**config.mk**
```make
export PLATFORM = sky130hd
export DESIGN_NAME = f2_image_sequencer
export DESIGN_NICKNAME = d
export VERILOG_FILES = /design/src/rtl/f2_image_sequencer_pkg.sv /design/src/rtl/f2_edge_detect.sv /design/src/rtl/f2_image_sequencer.sv
export SDC_FILE = /design/constraint.sdc
export NUM_CORES = 1
export LEC_CHECK = 0
export ABC_AREA = 1
export CORE_MARGIN = 3
export CORE_UTILIZATION = 55
export DETAILED_ROUTE_END_ITERATION = 7
export DONT_BUFFER_PORTS = 1
export HOLD_SLACK_MARGIN = 0.06
export PLACE_DENSITY = 0.7
export REMOVE_ABC_BUFFERS = 1
export SYNTH_ARGS = -nofsm -noshare
export SYNTH_HDL_FRONTEND = slang
export SYNTH_SLANG_ARGS = --single-unit
```
**constraint.sdc**
```tcl
create_clock -name clk -period 5.4 [get_ports clk]
set_clock_uncertainty 0.05 [all_clocks]
set_input_delay 1.08 -clock clk [delete_from_list [all_inputs] [get_ports clk]]
set_output_delay 1.08 -clock clk [all_outputs]
set_load 0.005 [all_outputs]
```
**src/rtl/f2_image_sequencer_pkg.sv**
```systemverilog
// Shared definitions for the frame-synchronous image sequencer.
package f2_image_sequencer_pkg;

   typedef enum logic [1:0] {
      MANUAL     = 2'd0,
      AUTO_RUN   = 2'd1,
      AUTO_PAUSE = 2'd2
   } seq_state_e;

   localparam int DEF_FRAMES_PER_STEP = 60;
   localparam int DEF_PAUSE_FRAMES    = 180;

   // Widths of the image index and rotation buses seen by the ROM / display
   localparam int IMG_W = 2;
   localparam int ROT_W = 2;

endpackage

```
**src/rtl/f2_edge_detect.sv**
```systemverilog
// Single-bit rising-edge detector. The first cycle after reset is masked so a
// level already high when reset releases is not reported as an edge.
module f2_edge_detect (
   input  logic clk_i,
   input  logic rst_i,
   input  logic level_i,
   output logic pulse_o
);

   logic prev_q;
   logic armed_q;

   // Track previous level; arm only after the first post-reset sample
   always_ff @(posedge clk_i or posedge rst_i) begin
      if (rst_i) begin
         prev_q  <= 1'b0;
         armed_q <= 1'b0;
      end else begin
         prev_q  <= level_i;
         armed_q <= 1'b1;
      end
   end

   assign pulse_o = level_i & ~prev_q & armed_q;

endmodule

```
**src/rtl/f2_image_sequencer.sv**
```systemverilog
// Frame-synchronous image/rotation/inversion controller. Button edges are
// collected into a pending set and committed only on frame_tick, together
// with the slideshow advance from the MANUAL / AUTO_RUN / AUTO_PAUSE FSM.
module f2_image_sequencer
   import f2_image_sequencer_pkg::*;
#(
   parameter int NUM_IMAGES      = 4,
   parameter int FRAMES_PER_STEP = DEF_FRAMES_PER_STEP,
   parameter int PAUSE_FRAMES    = DEF_PAUSE_FRAMES
) (
   input  logic             clk,
   input  logic             reset,
   input  logic             frame_tick,
   input  logic             forwards,
   input  logic             backwards,
   input  logic             rotate,
   input  logic             inverse,
   input  logic             auto,
   output logic [IMG_W-1:0] current_img,
   output logic [ROT_W-1:0] rotation,
   output logic             inverted,
   output logic             auto_active
);

   localparam int CNT_MAX = (FRAMES_PER_STEP > PAUSE_FRAMES) ? FRAMES_PER_STEP : PAUSE_FRAMES;
   localparam int CNT_W   = $clog2(CNT_MAX);
   localparam logic [CNT_W-1:0] STEP_LAST  = CNT_W'(FRAMES_PER_STEP - 1);
   localparam logic [CNT_W-1:0] PAUSE_LAST = CNT_W'(PAUSE_FRAMES - 1);

   // Reduce a 3-bit image sum (range -1..4, -1 encoded as 7) into 0..NUM_IMAGES-1
   function automatic logic [IMG_W-1:0] wrap_img(input logic [2:0] s);
      logic [IMG_W-1:0] r;
      if (s == 3'd7)
         r = IMG_W'(NUM_IMAGES - 1);
      else if (32'(s) >= NUM_IMAGES)
         r = IMG_W'(32'(s) - NUM_IMAGES);
      else
         r = s[IMG_W-1:0];
      return r;
   endfunction

   logic fwd_cmd, bwd_cmd, rot_cmd, inv_cmd;

   f2_edge_detect u_fwd (.clk_i(clk), .rst_i(reset), .level_i(forwards),  .pulse_o(fwd_cmd));
   f2_edge_detect u_bwd (.clk_i(clk), .rst_i(reset), .level_i(backwards), .pulse_o(bwd_cmd));
   f2_edge_detect u_rot (.clk_i(clk), .rst_i(reset), .level_i(rotate),    .pulse_o(rot_cmd));
   f2_edge_detect u_inv (.clk_i(clk), .rst_i(reset), .level_i(inverse),   .pulse_o(inv_cmd));

   seq_state_e         state_q, state_d;
   logic [CNT_W-1:0]   cnt_q, cnt_d;
   logic signed [1:0]  pend_step_q, pend_step_d;
   logic [ROT_W-1:0]   pend_rot_q, pend_rot_d;
   logic               pend_inv_q, pend_inv_d;
   logic               any_cmd_q, any_cmd_d;
   logic [IMG_W-1:0]   img_q, img_d;
   logic [ROT_W-1:0]   rot_q, rot_d;
   logic               inv_q, inv_d;
   logic               auto_active_q;
   logic               auto_step;
   logic [2:0]         img_sum;

   // Pending set: cleared on a tick, then this cycle's edges are loaded on top
   always_comb begin
      pend_step_d = frame_tick ? 2'sd0 : pend_step_q;
      pend_rot_d  = frame_tick ? '0 : pend_rot_q;
      pend_inv_d  = frame_tick ? 1'b0 : pend_inv_q;
      any_cmd_d   = frame_tick ? 1'b0 : any_cmd_q;
      if (fwd_cmd && bwd_cmd)
         pend_step_d = 2'sd0;
      else if (fwd_cmd)
         pend_step_d = 2'sd1;
      else if (bwd_cmd)
         pend_step_d = -2'sd1;
      pend_rot_d = pend_rot_d + ROT_W'(rot_cmd);
      pend_inv_d = pend_inv_d ^ inv_cmd;
      any_cmd_d  = any_cmd_d | fwd_cmd | bwd_cmd | rot_cmd | inv_cmd;
   end

   // Mode FSM and frame counter, advanced only on frame_tick
   always_comb begin
      state_d   = state_q;
      cnt_d     = cnt_q;
      auto_step = 1'b0;
      if (frame_tick) begin
         cnt_d = cnt_q + CNT_W'(1);
         case (state_q)
            MANUAL: begin
               if (auto) begin
                  state_d = AUTO_RUN;
                  cnt_d   = '0;
               end
            end
            AUTO_RUN: begin
               auto_step = (cnt_q == STEP_LAST) && !any_cmd_q;
               if (auto_step)
                  cnt_d = '0;
               if (!auto) begin
                  state_d = MANUAL;
               end else if (any_cmd_q) begin
                  state_d = AUTO_PAUSE;
                  cnt_d   = '0;
               end
            end
            AUTO_PAUSE: begin
               if (!auto) begin
                  state_d = MANUAL;
               end else if (any_cmd_q) begin
                  cnt_d = '0;
               end else if (cnt_q == PAUSE_LAST) begin
                  state_d = AUTO_RUN;
                  cnt_d   = '0;
               end
            end
            default: begin
               state_d = MANUAL;
               cnt_d   = '0;
            end
         endcase
      end
   end

   // Commit of the pending set plus any slideshow step at the frame boundary
   always_comb begin
      img_sum = 3'({1'b0, img_q}) + {pend_step_q[1], pend_step_q} + 3'(auto_step);
      img_d   = img_q;
      rot_d   = rot_q;
      inv_d   = inv_q;
      if (frame_tick) begin
         img_d = wrap_img(img_sum);
         rot_d = rot_q + pend_rot_q;
         inv_d = inv_q ^ pend_inv_q;
      end
   end

   // All state and output registers
   always_ff @(posedge clk or posedge reset) begin
      if (reset) begin
         state_q       <= MANUAL;
         cnt_q         <= '0;
         pend_step_q   <= 2'sd0;
         pend_rot_q    <= '0;
         pend_inv_q    <= 1'b0;
         any_cmd_q     <= 1'b0;
         img_q         <= '0;
         rot_q         <= '0;
         inv_q         <= 1'b0;
         auto_active_q <= 1'b0;
      end else begin
         state_q       <= state_d;
         cnt_q         <= cnt_d;
         pend_step_q   <= pend_step_d;
         pend_rot_q    <= pend_rot_d;
         pend_inv_q    <= pend_inv_d;
         any_cmd_q     <= any_cmd_d;
         img_q         <= img_d;
         rot_q         <= rot_d;
         inv_q         <= inv_d;
         auto_active_q <= (state_d == AUTO_RUN);
      end
   end

   assign current_img = img_q;
   assign rotation    = rot_q;
   assign inverted    = inv_q;
   assign auto_active = auto_active_q;

endmodule

```
==> results of run 1 <==
[layer usage]
layer | global-route usage [%] | vias up | routed length [um]
met5 | 0 | - | 0
met4 | 11.6 | 0 | 67
met3 | 3.56 | 7 | 97
met2 | 27.9 | 24 | 1220
met1 | 21.7 | 483 | 1190
li1 | - | 538 | -
[flip-flops by register name, summed over array words and instances (netlist names), 2 cells and up]
signal,flops
cnt_q,8
rotation,2
current_img,2
pend_rot_q,2
state_q,2
pend_step_q,2
[layout make-up]
class / count / area share (%)
clock inverter: 1 / 0.489
tap: 30 / 2.44
sequential: 27 / 44.0
multi-input combinational: 118 / 44.9
clock buffer: 3 / 1.47
inverter: 27 / 6.68
[cell usage after synthesis (2+ instances only)]
cell     count
nand3_4      2
a21oi_1      3
xnor2_1      3
nand2_1     48
nand3_1     10
nand2_2      5
dfrtp_1     27
ha_1         5
nor2_1      17
nand3_2      4
o21ai_0      2
inv_1       26
nand4_1      2
fa_1         2
nor2_2       2
xor2_1       5
[kinds of logic after synthesis]
family | share of synthesized area, %
other cells | 0.253
mux | 0.759
compound gates | 3.71
flops | 45.6
fa+ha+maj | 6.92
xor+xnor | 4.73
simple gates | 30.1
buf+inv | 7.93
[stage by stage]
| step | util (%) | worst slack [ps] | total power (uW) | hold slack (ps) | cells |
|---|---|---|---|---|---|
| CTS | 60.9 | 3130 | 450 | 468 | 206 |
| finish | 60.9 | 3140 | 444 | 462 | 206 |
| detailed placement | 59.7 | 3060 | 358 | 444 | 202 |
| floorplan | - | 3130 | 335 | 419 | 172 |
| global route | 60.9 | 2940 | 475 | 493 | 206 |
| global placement | 59.7 | 3100 | 353 | 445 | 202 |
[power groups by stage]
stage	Combinational, uW	Sequential [uW]	Clock (uW)
after CTS	87.6	267	94.7
final	86.5	266	91.8
after global routing	100	272	103
after detailed placement	86.8	271	0
after global placement	83.1	270	0
after floorplan	71.2	263	0
[cell usage in the layout (no fill, tap or decap), types with 2 or more instances in the layout]
cell type,n
a21oi_1,3
clkbuf_4,3
dfrtp_1,27
fa_1,2
ha_1,5
inv_1,26
nand2_1,48
nand2_2,5
nand3_1,10
nand3_2,4
nand3_4,2
nand4_1,2
nor2_1,17
nor2_2,2
o21ai_0,2
xnor2_1,3
xor2_1,5
[final timing paths]
kind	from	end	depth (start not counted)
setup / recovery	cnt_q[0]	current_img[1]	9
hold / removal	rotation[1]	rotation[1]	1
setup reg to reg	cnt_q[0]	current_img[1]	9
hold reg to reg	rotation[1]	rotation[1]	1
max in group asynchronous	reset	auto_active	1
min in group asynchronous	reset	rotation[0]	1
==> results.json, run 1 <==
{
  "clock_power_share_pct": 20.7,
  "drive_gt1_share_pct": 12.5,
  "p_leak_uw": 0.000810,
  "grt_max_degree": 28,
  "syn_area_per_cell_um2": 8.52,
  "dr_total_vias": 1052,
  "max_freq_ghz": 0.442,
  "overflow": 0,
  "fp.dieH_um": 57.9,
  "async_flop_share_pct": 100,
  "cts_buffers": 3,
  "p_sw_share_pct": 33.3,
  "fin_setup_tns_ps": 0,
  "ys_ff_latch": 27,
  "yosysTopAreaCellShare_pct": 45.6,
  "path_delay_family": "adder cells",
  "fin_crit_sh_pct": 41.9,
  "yosysWarnings": 0,
  "outcome": "finished, final reports clean",
  "p_comb_share_pct": 19.5,
  "cp_num_buf_inv": 1,
  "viasPerCell": 5.11,
  "cts_root_buf": "clkbuf_4",
  "crit_path_max_incr_delay_ps": 440,
  "p_per_area_nw_per_um2": 289,
  "tightest_slew_ps": 989,
  "coreArea_um2": 2520,
  "die_area_um2": 3350,
  "synth.distinct_cells": 27,
  "critical_path.slowest_cell": "dfrtp_1",
  "cts.clk_slew.worst_paths_ps": 160,
  "drv_slew": 0,
  "fin_crit_ps": 2260,
  "postCtsHoldBufs": 0,
  "hpwl_mm": 1.93,
  "seq_area_um2": 676,
  "grt_pass1_wl_mm": 4.37,
  "synth_area_leaders": "dfrtp_1, nand2_1, inv_1, nor2_1, ha_1",
  "hold_class": "reg2reg",
  "clockBufferDepth": 2,
  "drv_cap": 0,
  "antenna_found_initial": 0,
  "internal-power_uw": 296,
  "drt_iter0_drc": 60,
  "cts_tree": "yes",
  "seq_power_share_pct": 59.9,
  "synth_area_leader_cell": "dfrtp_1",
  "path_cells": "ha_1, nand2_1, nor3_2, nand4_1, fa_1, inv_1, fa_1, nand2_1, nand2_1",
  "drc_errors": 0,
  "fill_cells": 216,
  "ant_nets": 0,
  "power.switching_uw": 148,
  "cts_setup_buffers": 0,
  "track_usage_pct": 17.6,
  "setup_viol": 0,
  "post_dp_cell_area_um2": 1510,
  "synthesis.area_um2": 1480,
  "cts_resized": 0,
  "nNetsFinal": 192,
  "syn_to_final_growth_pct": 3.54,
  "cp-end-kind": "flip-flop",
  "clk_latency_ps": 340,
  "rrSetupSlack_ps": 3140,
  "dr.pass1.iters": 4,
  "final_hold_viol_count": 0,
  "rsz0062_at_grt": "no",
  "finalWirelength_mm": 2.58,
  "grt_pass1_vias": 1033,
  "cts.sinks": 27,
  "final_area_um2": 1540,
  "cts_max_level": 1,
  "synth_edf_count": 0,
  "multiInputGateArea_um2": 689,
  "ys_seq_area_share_pct": 45.6,
  "netlist_instances": 174,
  "diodes": 0,
  "crit_top_cell": "nand2_1",
  "portBuffers": 0,
  "maxSlewHeadroom_pct": 34.0,
  "peakVddDrop_mv": 0.230,
  "die_w_um": 57.9,
  "path_max_fanout": 4,
  "placementRows": 18,
  "num_io_pins": 14,
  "start_kind": "flip-flop",
  "start_util_pct": 58.8,
  "required_ps": 5580,
  "gp_congestion": 0.803,
  "criticalPathCategory": "reg2reg",
  "cp.arrival_ps": 2450,
  "wire_per_inst_um": 12.5,
  "ys.flop_type": "dfrtp_1"
}
(Power assumes the default switching activity.)
==> run 2: changes to the inputs <==
==> constraint.sdc (replaced) <==
create_clock -name clk -period 2.3 [get_ports clk]
set_clock_uncertainty 0.05 [all_clocks]
set_input_delay 0.46 -clock clk [delete_from_list [all_inputs] [get_ports clk]]
set_output_delay 0.46 -clock clk [all_outputs]
set_load 0.005 [all_outputs]
==> run 2 against run 1 <==
Against the previous run:
- non-clock buffer count rose by 3
- count of clock-buffer cells in the layout rose by 1
- clock power rose by 120%
- first-iteration DRC count fell by 38%
- sequential power rose by 130%
- wire length fell by 1.5%
- global-route usage fell by 0.22 points
- register-to-register slack got worse by 2900 ps
- die area did not move
==> results.json, run 2 (synthesized netlist as in run 1, its figures left out) <==
{
  "grt_pass1_vias": 1070,
  "reg2reg_depth": 9,
  "most-common-layout-cells": "nand2_1, dfrtp_1, inv_1, nor2_1, nand3_1",
  "drive_gt1_share_pct": 12.8,
  "fin_setup_tns_ps": 0,
  "num_io_pins": 14,
  "cts_buffers": 3,
  "setup_ws_ps": 239,
  "gp_congestion": 0.815,
  "fin_crit_ps": 2060,
  "cp.arrival_ps": 2240,
  "regMostFlops": "cnt_q",
  "dr_total_vias": 1084,
  "finalWirelength_mm": 2.54,
  "drt_iter0_drc": 37,
  "hpwl_mm": 1.85,
  "rrSetupSlack_ps": 240,
  "peakVddDrop_mv": 0.462,
  "clockBufferDepth": 2,
  "cts_tree": "yes",
  "cp-end-kind": "flip-flop",
  "start_kind": "flip-flop",
  "cts_root_buf": "clkbuf_4",
  "crit_top_cell": "nand2_1",
  "die_area_um2": 3350,
  "track_usage_pct": 17.4,
  "drc_errors": 0,
  "total_power_uw": 1030,
  "cts_setup_buffers": 0,
  "max_freq_ghz": 0.485,
  "placementRows": 18,
  "placedCellCount": 204,
  "mostFrequentLayoutCell": "nand2_1",
  "nNetsFinal": 195,
  "wire_per_inst_um": 12.2,
  "largest_reg_flops": 8,
  "fin_crit_sh_pct": 89.6,
  "p_per_area_nw_per_um2": 661,
  "syn_to_final_growth_pct": 4.98,
  "grt.met3_usage_pct": 3.34,
  "cts.sinks": 27,
  "clk_latency_ps": 320,
  "fp.dieH_um": 57.9,
  "busiest_layer": "met2",
  "reg2reg_from": "cnt_q[0]",
  "crit_end": "current_img[1]",
  "fin_cells": 209,
  "rsz0062_at_grt": "no",
  "dr.pass1.iters": 4,
  "final_hold_viol_count": 0,
  "cts.clk_slew.worst_paths_ps": 140,
  "setup_viol": 0,
  "drv_cap": 0,
  "place_ws_ps": 255,
  "criticalPathCategory": "reg2reg",
  "outcome": "finished, final reports clean",
  "startpoint": "cnt_q[0]",
  "portBuffers": 0,
  "grt_util_met2_pct": 27.9,
  "crit_path_max_incr_delay_ps": 430,
  "ant_nets": 0,
  "r2r_end": "current_img[1]",
  "grt_max_degree": 28,
  "start_util_pct": 58.8,
  "critical_path.slowest_cell": "dfrtp_1",
  "p_leak_uw": 0.000826,
  "diodes": 0,
  "antenna_found_initial": 0,
  "drv_slew": 0,
  "die_w_um": 57.9,
  "viasPerCell": 5.19,
  "path_max_fanout": 4,
  "gr-usage-met1_pct": 22.1,
  "path_cells": "ha_1, nand2_1, nor3_2, nand4_1, fa_1, inv_1, fa_1, nand2_1, nand2_1",
  "hold_class": "in2reg",
  "cts_resized": 0,
  "hold_ws_ps": 98.4,
  "grt_pass1_wl_mm": 4.46,
  "overflow": 0,
  "cts_max_level": 1,
  "required_ps": 2480,
  "coreArea_um2": 2520
}
run 2: changes by cell type in the layout (fill, tap and decap cells not counted), sizes merged:
cell,delta
buf,+2
clkbuf,+1
clkinvlp,-1
dlygate4sd3,+1
run 2: worst min path at each step:
stage / cells past startpoint / to / startpoint / slack [ps]
2_1_floorplan: 1 / rotation[1] / rotation[1] / 420
3_3_place_gp: 2 / pend_rot_q[0] / reset / 370
3_5_place_dp: 2 / u_inv.armed_q / reset / 380
4_1_cts: 0 / u_inv.prev_q / inverse / 90
5_1_grt: 0 / u_bwd.prev_q / backwards / 60
6_report: 0 / u_fwd.prev_q / forwards / 100
run 2: final cells by class:
cell class / instances / area [um2]
clock buffers: 4 / 26.3
fillers: 229 / 966
inverters: 27 / 103
multi-input cells: 118 / 689
flip-flops and latches: 27 / 676
well taps: 30 / 37.5
repair buffers: 3 / 25.0
run 2: stage by stage:
stage	util, %	area (um2)
2_1_floorplan	-	1470
3_3_place_gp	60.3	1520
3_5_place_dp	60.3	1520
4_1_cts	61.7	1560
5_1_grt	61.7	1560
6_report	61.7	1560
run 2: power breakdown:
group	internal (uW)	leakage (uW)	switching, uW	total, uW
logic	81.9	0.000466	122	204
registers	550	0.000345	73.2	623
clock network	67.9	0.0000150	134	202
run 2: layer usage:
metal | share of wire, % | wire length, um | up-vias
li1 | - | - | 540
met1 | 45 | 1140 | 516
met2 | 49 | 1250 | 22
met3 | 4.1 | 104 | 6
met4 | 2.1 | 53 | 0
met5 | 0 | 0 | -
run 2: critical path, delay by kind of cell, from the launching register on:
family        cells  cell delay [ps]
buf+inv           1               80
simple gates      5              450
flops             1              430
fa+ha+maj         3              950
run 2: repair_timing:
item                                    CTS  global route
endpoints found under the setup margin    0             0
hold buffers                              1             0
hold endpoints to repair                 27             0
==> run 3: changes to the inputs <==
--- a/config.mk
+++ b/config.mk
@@ -6,6 +6,7 @@
 export NUM_CORES = 1
 export LEC_CHECK = 0
 export ABC_AREA = 1
+export CORE_ASPECT_RATIO = 1.5
 export CORE_MARGIN = 3
 export CORE_UTILIZATION = 55
 export DETAILED_ROUTE_END_ITERATION = 7
==> run 3 against run 2 <==
Against the previous run:
- first-iteration DRC count is 16% lower
- sequential power hardly changed
- core utilization is 2.8 points higher
- worst setup slack worse by 47 ps
- global-route usage is 0.17 points higher
- register-to-register slack worse by 50 ps
- sequential share of layout area is 1.6 points lower
- clock power is 7% higher
- die area is 0.39% higher
- via count is 1.5% lower
==> results.json, run 3 (synthesized netlist as in run 1, its figures left out) <==
{
  "outcome": "finished, final reports clean",
  "grt_util_met2_pct": 33.6,
  "grt_max_degree": 18,
  "diodes": 0,
  "total_power_uw": 1060,
  "portBuffers": 0,
  "path_max_fanout": 4,
  "drc_errors": 0,
  "fin_setup_tns_ps": 0,
  "grt_pass1_vias": 1134,
  "fin_crit_sh_pct": 91.7,
  "cts_buffers": 3,
  "cp.arrival_ps": 2290,
  "mostFrequentLayoutCell": "nand2_1",
  "utilization_pct": 64.5,
  "die_w_um": 48.4,
  "maxSlewHeadroom_pct": 56.9,
  "rsz0062_at_grt": "no",
  "gr-usage-met1_pct": 19.7,
  "ant_nets": 0,
  "criticalPathCategory": "reg2reg",
  "largest_reg_flops": 8,
  "hold_class": "in2reg",
  "dr.pass1.iters": 4,
  "start_kind": "flip-flop",
  "placementRows": 22,
  "cts_tree": "yes",
  "syn_to_final_growth_pct": 9.03,
  "coreArea_um2": 2500,
  "drv_slew": 0,
  "drive_gt1_share_pct": 13.6,
  "wire_per_inst_um": 12.3,
  "tightest_slew_ps": 645,
  "fp.dieH_um": 69.6,
  "die_area_um2": 3370,
  "viasPerCell": 4.85,
  "most-common-layout-cells": "nand2_1, dfrtp_1, inv_1, nor2_1, nand3_1",
  "placedCellCount": 211,
  "final_hold_viol_count": 0,
  "cts_root_buf": "clkbuf_4",
  "setup_ws_ps": 191,
  "cts.clk_slew.worst_paths_ps": 160,
  "overflow": 0,
  "busiest_layer": "met2",
  "gp_congestion": 0.820,
  "track_usage_pct": 17.6,
  "p_per_area_nw_per_um2": 658,
  "nNetsFinal": 200,
  "hpwl_mm": 2.05,
  "grt_pass1_wl_mm": 4.74,
  "required_ps": 2480,
  "finalWirelength_mm": 2.71,
  "setup_viol": 0,
  "cp-end-kind": "flip-flop",
  "drv_cap": 0,
  "peakVddDrop_mv": 0.568,
  "cts.sinks": 27,
  "cts_max_level": 1,
  "p_leak_uw": 0.000851,
  "dr_total_vias": 1068,
  "num_io_pins": 14,
  "start_util_pct": 59.2,
  "regMostFlops": "cnt_q",
  "fill_cells": 218,
  "max_freq_ghz": 0.474,
  "fin_cells": 220,
  "clk_latency_ps": 330,
  "clockBufferDepth": 2,
  "place_ws_ps": 224,
  "drt_iter0_drc": 31,
  "grt.met3_usage_pct": 1.51,
  "antenna_found_initial": 0,
  "fin_crit_ps": 2110
}
==> run 3: cell count changes in the layout (fill, tap and decap cells not counted), sizes merged <==
cell	change
dlygate4sd3	+4
buf	+1
clkbuf	-1
inv	+1
==> run 3: per-layer routing <==
metal	up-vias	wire [um]	share of wire, %
met3	6	58	2.1
met1	499	1060	39
met2	12	1540	57
met5	-	0	0
met4	0	48	1.8
li1	551	-	-
==> run 3: final timing paths <==
path | from | to | slack, ps | depth (start not counted)
min in group asynchronous | reset | rotation[1] | 580 | 2
min reg2reg | rotation[1] | rotation[1] | 460 | 1
min | frame_tick | cnt_q[5] | 140 | 1
max in group asynchronous | reset | auto_active | 1010 | 3
max reg2reg | cnt_q[0] | current_img[1] | 190 | 9
max | cnt_q[0] | current_img[1] | 190 | 9
==> run 3: through the flow <==
stage	hold slack, ps	instance area (um2)
floorplan	419	1470
global placement	400	1540
detailed placement	418	1540
CTS	71.5	1580
global route	107	1620
finish	137	1620
==> run 3: final cells by class <==
| type | instances | area [um2] | share of cell area (%) |
|---|---|---|---|
| Clock buffer | 3 | 22.5 | 1.39 |
| Multi-Input combinational cell | 118 | 689 | 42.6 |
| Timing Repair Buffer | 8 | 72.6 | 4.49 |
| Clock inverter | 1 | 8.76 | 0.542 |
| Inverter | 27 | 103 | 6.35 |
| Sequential cell | 27 | 676 | 41.8 |
| Tap cell | 36 | 45.0 | 2.79 |
==> run 3: critical path, cell delays in order (launching register included) <==
cell	delay [ps]
dfrtp_1	440
ha_1	190
nand2_1	60
nor3_2	140
nand4_1	130
fa_1	380
inv_1	80
fa_1	400
nand2_1	80
nand2_1	50
==> run 3: repair_timing <==
action / CTS / global route
setup buffers: 0 / 0
endpoints found under the hold margin: 14 / 4
resized for setup: 0 / 0
hold buffers: 1 / 4
==> run 3: power by group <==
| group | switching [uW] | leakage [uW] | internal (uW) |
|---|---|---|---|
| clock | 147 | 0.0000183 | 70.8 |
| sequential | 75.4 | 0.000345 | 550 |
| combinational | 131 | 0.000488 | 91.0 |
| total | 353 | 0.000851 | 711 |
